$ cat src/rtl/booth_multiplier_1.sv
// Sequential radix-2 Booth multiplier for signed two's-complement operands.
// One Booth step per clock; busy is high for exactly WIDTH cycles after an
// accepted start, and product updates on the edge where busy falls.
// Optional feature macro: BOOTH_DONE_PULSE_EN adds a one-cycle done pulse
// on completion. Without it, completion is signalled by busy falling.
//
// Handshake: start is sampled on every rising edge. It is accepted only
// while idle (busy=0), and the operands are captured on that same edge.
// start while busy is dropped, not queued. product is valid whenever busy
// is low, and it holds the previous result until the next completion.
module booth_multiplier_1 #(
  parameter int WIDTH = 4
) (
  input  logic               clock,
  input  logic               reset_n,
  input  logic               start,
  input  logic [WIDTH-1:0]   multiplicand,
  input  logic [WIDTH-1:0]   multiplier,
  output logic               debug_state,
  output logic [2*WIDTH-1:0] product,
  output logic               busy
`ifdef BOOTH_DONE_PULSE_EN
  ,
  output logic               done
`endif
);

  localparam int CW = $clog2(WIDTH + 1);

  typedef enum logic {
    IDLE = 1'b0,
    RUN  = 1'b1
  } state_t;

  state_t           state;
  logic [WIDTH-1:0] m_reg;
  // The accumulator is one bit wider than the operands so that negating
  // the most-negative multiplicand cannot overflow.
  logic [WIDTH:0]   a_reg;
  logic [WIDTH-1:0] q_reg;
  logic             q_1;
  logic [CW-1:0]    count;

  logic [WIDTH:0]   m_ext;
  logic [WIDTH:0]   sum;
  logic [WIDTH:0]   a_next;
  logic [WIDTH-1:0] q_next;
  logic             q1_next;

  // Expose the FSM state: 1 while running, 0 while idle.
  assign debug_state = (state == RUN);

  // Single Booth step: add, subtract or skip, then arithmetic shift right.
  always_comb begin
    m_ext = {m_reg[WIDTH-1], m_reg};
    sum   = a_reg;
    case ({q_reg[0], q_1})
      2'b01:   sum = a_reg + m_ext;
      2'b10:   sum = a_reg - m_ext;
      default: sum = a_reg;
    endcase
    a_next  = {sum[WIDTH], sum[WIDTH:1]};
    q_next  = {sum[0], q_reg[WIDTH-1:1]};
    q1_next = q_reg[0];
  end

  // Control FSM and datapath registers; reset aborts any operation in flight.
  always_ff @(posedge clock or negedge reset_n) begin
    if (!reset_n) begin
      state   <= IDLE;
      m_reg   <= '0;
      a_reg   <= '0;
      q_reg   <= '0;
      q_1     <= 1'b0;
      count   <= '0;
      product <= '0;
      busy    <= 1'b0;
`ifdef BOOTH_DONE_PULSE_EN
      done    <= 1'b0;
`endif
    end else begin
`ifdef BOOTH_DONE_PULSE_EN
      done <= 1'b0;
`endif
      case (state)
        IDLE: begin
          if (start) begin
            m_reg <= multiplicand;
            q_reg <= multiplier;
            a_reg <= '0;
            q_1   <= 1'b0;
            count <= CW'(WIDTH);
            busy  <= 1'b1;
            state <= RUN;
          end
        end
        RUN: begin
          a_reg <= a_next;
          q_reg <= q_next;
          q_1   <= q1_next;
          count <= count - CW'(1);
          // The last step: the shifted result is already final.
          if (count == CW'(1)) begin
            product <= {a_next[WIDTH-1:0], q_next};
            busy    <= 1'b0;
            state   <= IDLE;
`ifdef BOOTH_DONE_PULSE_EN
            done    <= 1'b1;
`endif
          end
        end
        default: state <= IDLE;
      endcase
    end
  end

endmodule

$ cat config.mk
export PLATFORM = sky130hd
export DESIGN_NAME = booth_multiplier_1
export DESIGN_NICKNAME = d
export VERILOG_FILES = /design/src/rtl/booth_multiplier_1.sv
export SDC_FILE = /design/constraint.sdc
export NUM_CORES = 1
export LEC_CHECK = 0
export ABC_AREA = 0
export CAP_MARGIN = 20
export CORE_MARGIN = 2
export CORE_UTILIZATION = 40
export DETAILED_ROUTE_END_ITERATION = 10
export PLACE_DENSITY_LB_ADDON = 0.05
export SLEW_MARGIN = 20
export SYNTH_ARGS = -nofsm -noshare
export SYNTH_HDL_FRONTEND = slang
export SYNTH_SLANG_ARGS = --single-unit
$ cat constraint.sdc
create_clock -name clock -period 3.3 [get_ports clock]
set_input_delay 0.66 -clock clock [delete_from_list [all_inputs] [get_ports clock]]
set_output_delay 0.66 -clock clock [all_outputs]
set_load 0.02 [all_outputs]
==> flow_summary_export.csv <==
group,metric,value,unit
outcome,outcome,"completed",
job,max_cap_viol_count,0,
grt,grt_max_degree,27,
routing,first_pass_iteration_count_of_the_detailed_router,4,
final_layout,areaGrowthSynthToFinish,20.7,%
worst_setup_path,cp_data_required_time,3530,ps
final_layout,num_antenna_cells,0,
yosys,post_synth_mux_area_share,11.8,%
timing,fmax,0.405,GHz
floorplanning,die_w,63.1,um
cts,clock_transition_time_at_the_flip_flop_clock_pins_of_the_worst_setup_and_hold_paths,140,ps
final_layout,layout.cells.most_common_list,"sky130_fd_sc_hd__dfrtp_1 (26), sky130_fd_sc_hd__clkdlybuf4s50_1 (20), sky130_fd_sc_hd__nand2_1 (12)",
floorplanning,die_height,63.1,um
worst_setup_path,rr_endpoint,"a_reg[3]",
cts,cts_made_buffers,3,
placed_design,dpl_cell_area,1650,um2
worst_setup_path,slowest_stage,"sky130_fd_sc_hd__fa_1",
final_layout,multi_input_comb_area,679,um2
routing,remaining_antenna_violation_count_after_routing,0,
grt,grt_antenna_before_repair,0,
power,leakage,0.762,nW
routing,drt_drc_violations_left,0,
grt,grt_pass1_wl,4.42,mm
floorplanning,row_count,21,
yosys,synth_xor_area_share,4.30,%
cts,clkLatencyLatePin,330,ps
worst_setup_path,arrival,2700,ps
worst_setup_path,critPathKind,"flop to flop",
worst_setup_path,nature_of_the_critical_path_endpoint,"flop",
cts,clock-sinks,26,
grt,first_global_vias,948,
yosys,mappedNetlistArea,1400,um2
floorplanning,initial_utilization,41.8,%
final_layout,final_net_count,177,
timing,finalMaxSlewViolations,0,
yosys,synthFlopType,"sky130_fd_sc_hd__dfrtp_1",
routing,drt_iter0_drc,48,
final_layout,largest_reg_flops,8,
cts,clk_root_buffer_cell,"sky130_fd_sc_hd__clkbuf_4",
worst_setup_path,cp_max_fo,5,
hold_path,worstHoldPathType,"flop to flop",
yosys,async_flop_share,100,%
routing,dr_total_vias,979,
cts,cts.path.max_buffers,2,
worst_setup_path,r2r.worst_path.cells,9,
final_layout,stdcell_count,202,
floorplanning,floorplan.die_area,3980,um2
floorplanning,placeable_core_area,3340,um2
yosys,synth_compound_area_share,11.2,%
routing,post_drt_wl_per_cell,12.7,um
routing,routed_wire_length,2.57,mm
placed_design,globalplace.congestion,0.798,
placed_design,place.port_buffers,20,
cts,number_of_hold_repair_buffers_added_at_the_cts_stage,0,
final_layout,number_of_fill_cells,332,
timing,period_minus_slack,2470,ps
worst_setup_path,cpPeakStageDelay,420,ps
worst_setup_path,timing.reg2reg.setup_slack,830,ps
cts,number_of_buffers_added_for_setup_after_cts,0,
yosys,post_synth_num_cell_types,31,
worst_setup_path,crit_path_cell_trace,"inv_1 -> ha_1 -> mux2_2 -> fa_1 -> nand2b_1 -> a21oi_2 -> xnor2_2 -> nand2b_2 -> mux2_4",
timing,hold_violations,0,
cts,cts_resized,0,
final_layout,stdcell_area,1680,um2
yosys,syn-instance-count,135,
grt,globalRoute.totalOverflow,0,
routing,detail_route.vias_per_cell,4.85,
yosys,seq_area_frac_synth,46.6,%
yosys,synth_area_per_cell,10.3,um2
timing,rsz0062_at_grt,"no",
placed_design,dp_hpwl,1.84,mm
timing,totalNegativeSetupSlack,0,ps
yosys,synth_edf_count,0,
power,ir_drop,481,uV
timing,slew-limit-headroom,53.1,%
yosys,synth-adder-area-share,8.61,%
worst_setup_path,startpoint_type,"flop",
final_layout,post_route_cells_drive_above_1_share,12.8,%
worst_setup_path,timing.critical_path.to,"a_reg[3]",
yosys,synth.ff_latch_count,26,
floorplanning,io_pins,21,
final_layout,area_of_all_sequential_standard_cells,651,um2
final_layout,layout.cells.most_common,"sky130_fd_sc_hd__dfrtp_1",
timing,tightestPinTransition,702,ps
hold_path,min_from,"product[5]",
yosys,syn-num-nets,155,
timing,layout_worst_path_cycle_share,74.8,%
final_layout,largest-register,"product",
yosys,synthesis.yosys.warnings,0,
timing,final.setup_skew,2.91,ps
worst_setup_path,worstReg2RegStart,"q_1",
yosys,synth-simple-area-share,12.7,%
timing,setup-violations-final,0,
placed_design,dpl.cell_count,198,
grt,total_grt_usage,14.4,%
worst_setup_path,setup.worst_path.start,"q_1",
cts,tritoncts,"done",
cts,htreeDepth,1,
yosys,dominant_combinational_cell_family_by_area_after_synthesis,"simple AND/OR/NAND/NOR gates",
power,powerDensity,1210,nW/um2
[metal layers]
layer  GRT usage, %  vias to the layer above  part of all wire [%]
met5              0                        -                     0
met4           4.17                        0                   1.5
met1           19.2                      466                    47
li1               -                      492                     -
met2           22.2                       17                    47
met3           4.82                        4                   4.9
[where the power goes]
part | switching, mW | internal (mW)
Clock | 0.0960 | 0.0677
Combinational | 0.637 | 0.629
Sequential | 0.121 | 0.482
Total | 0.854 | 1.18
[metrics by stage]
stage / total power [mW] / util, % / hold WS [ps] / setup slack [ps]
final: 2.03 / 50.5 / 495 / 832
after global routing: 2.25 / 50.5 / 523 / 709
after CTS: 2.07 / 50.5 / 508 / 814
after detailed placement: 1.89 / 49.4 / 475 / 833
after global placement: 1.87 / 49.4 / 469 / 848
after floorplan: 1.57 / - / 364 / 969
[cells by family (layout without fill, tap and decap cells)]
kind of cell	after synthesis	in the layout
adder cells (fa/ha/maj)	9	9
AND/OR/NAND/NOR	37	37
multiplexers	15	15
AO/OA/AOI/OAI	26	26
flip-flops	26	26
buffers and inverters	16	37
XOR/XNOR	6	6
[synth_stat cells (3+ instances only)]
cell type | number | area, um2
sky130_fd_sc_hd__mux2i_1 | 6 | 60.1
sky130_fd_sc_hd__mux2_2 | 8 | 90.1
sky130_fd_sc_hd__o31ai_1 | 3 | 22.5
sky130_fd_sc_hd__xnor2_1 | 3 | 26.3
sky130_fd_sc_hd__nand2_1 | 12 | 45.0
sky130_fd_sc_hd__nand2b_1 | 5 | 31.3
sky130_fd_sc_hd__nor3_1 | 3 | 15.0
sky130_fd_sc_hd__dfrtp_1 | 26 | 651
sky130_fd_sc_hd__nor2b_1 | 3 | 18.8
sky130_fd_sc_hd__o21ai_1 | 3 | 15.0
sky130_fd_sc_hd__a21oi_1 | 7 | 35.0
sky130_fd_sc_hd__nor2_1 | 10 | 37.5
sky130_fd_sc_hd__ha_1 | 8 | 100
sky130_fd_sc_hd__o21ai_0 | 6 | 30.0
sky130_fd_sc_hd__buf_2 | 4 | 20.0
sky130_fd_sc_hd__inv_1 | 10 | 37.5
[cell type report]
type	instances	area share, %
clock buffers	4	2.15
flip-flops and latches	26	38.6
multi-input cells	93	40.3
repair buffers	23	13.2
well taps	46	3.42
inverters	10	2.23
[critical path: cells and delay by family, from the launching register on]
| kind | cells | cell delay (ps) |
|---|---|---|
| muxes | 2 | 670 |
| and+or+nand+nor | 2 | 260 |
| buffers and inverters | 1 | 70 |
| DFF | 1 | 390 |
| xor gates and xnor gates | 1 | 160 |
| AOI/OAI and AO/OA | 1 | 170 |
| adders and majority gates | 2 | 660 |
[worst min path at each step]
stage            endpoint  slack (ps)  cells after the start
3_3_place_gp   product[5]         470                      2
2_1_floorplan    a_reg[0]         360                      0
5_1_grt              busy         520                      1
4_1_cts        product[5]         510                      2
6_report       product[5]         500                      2
3_5_place_dp   product[5]         480                      2
Power figures use the tool's default switching activity.
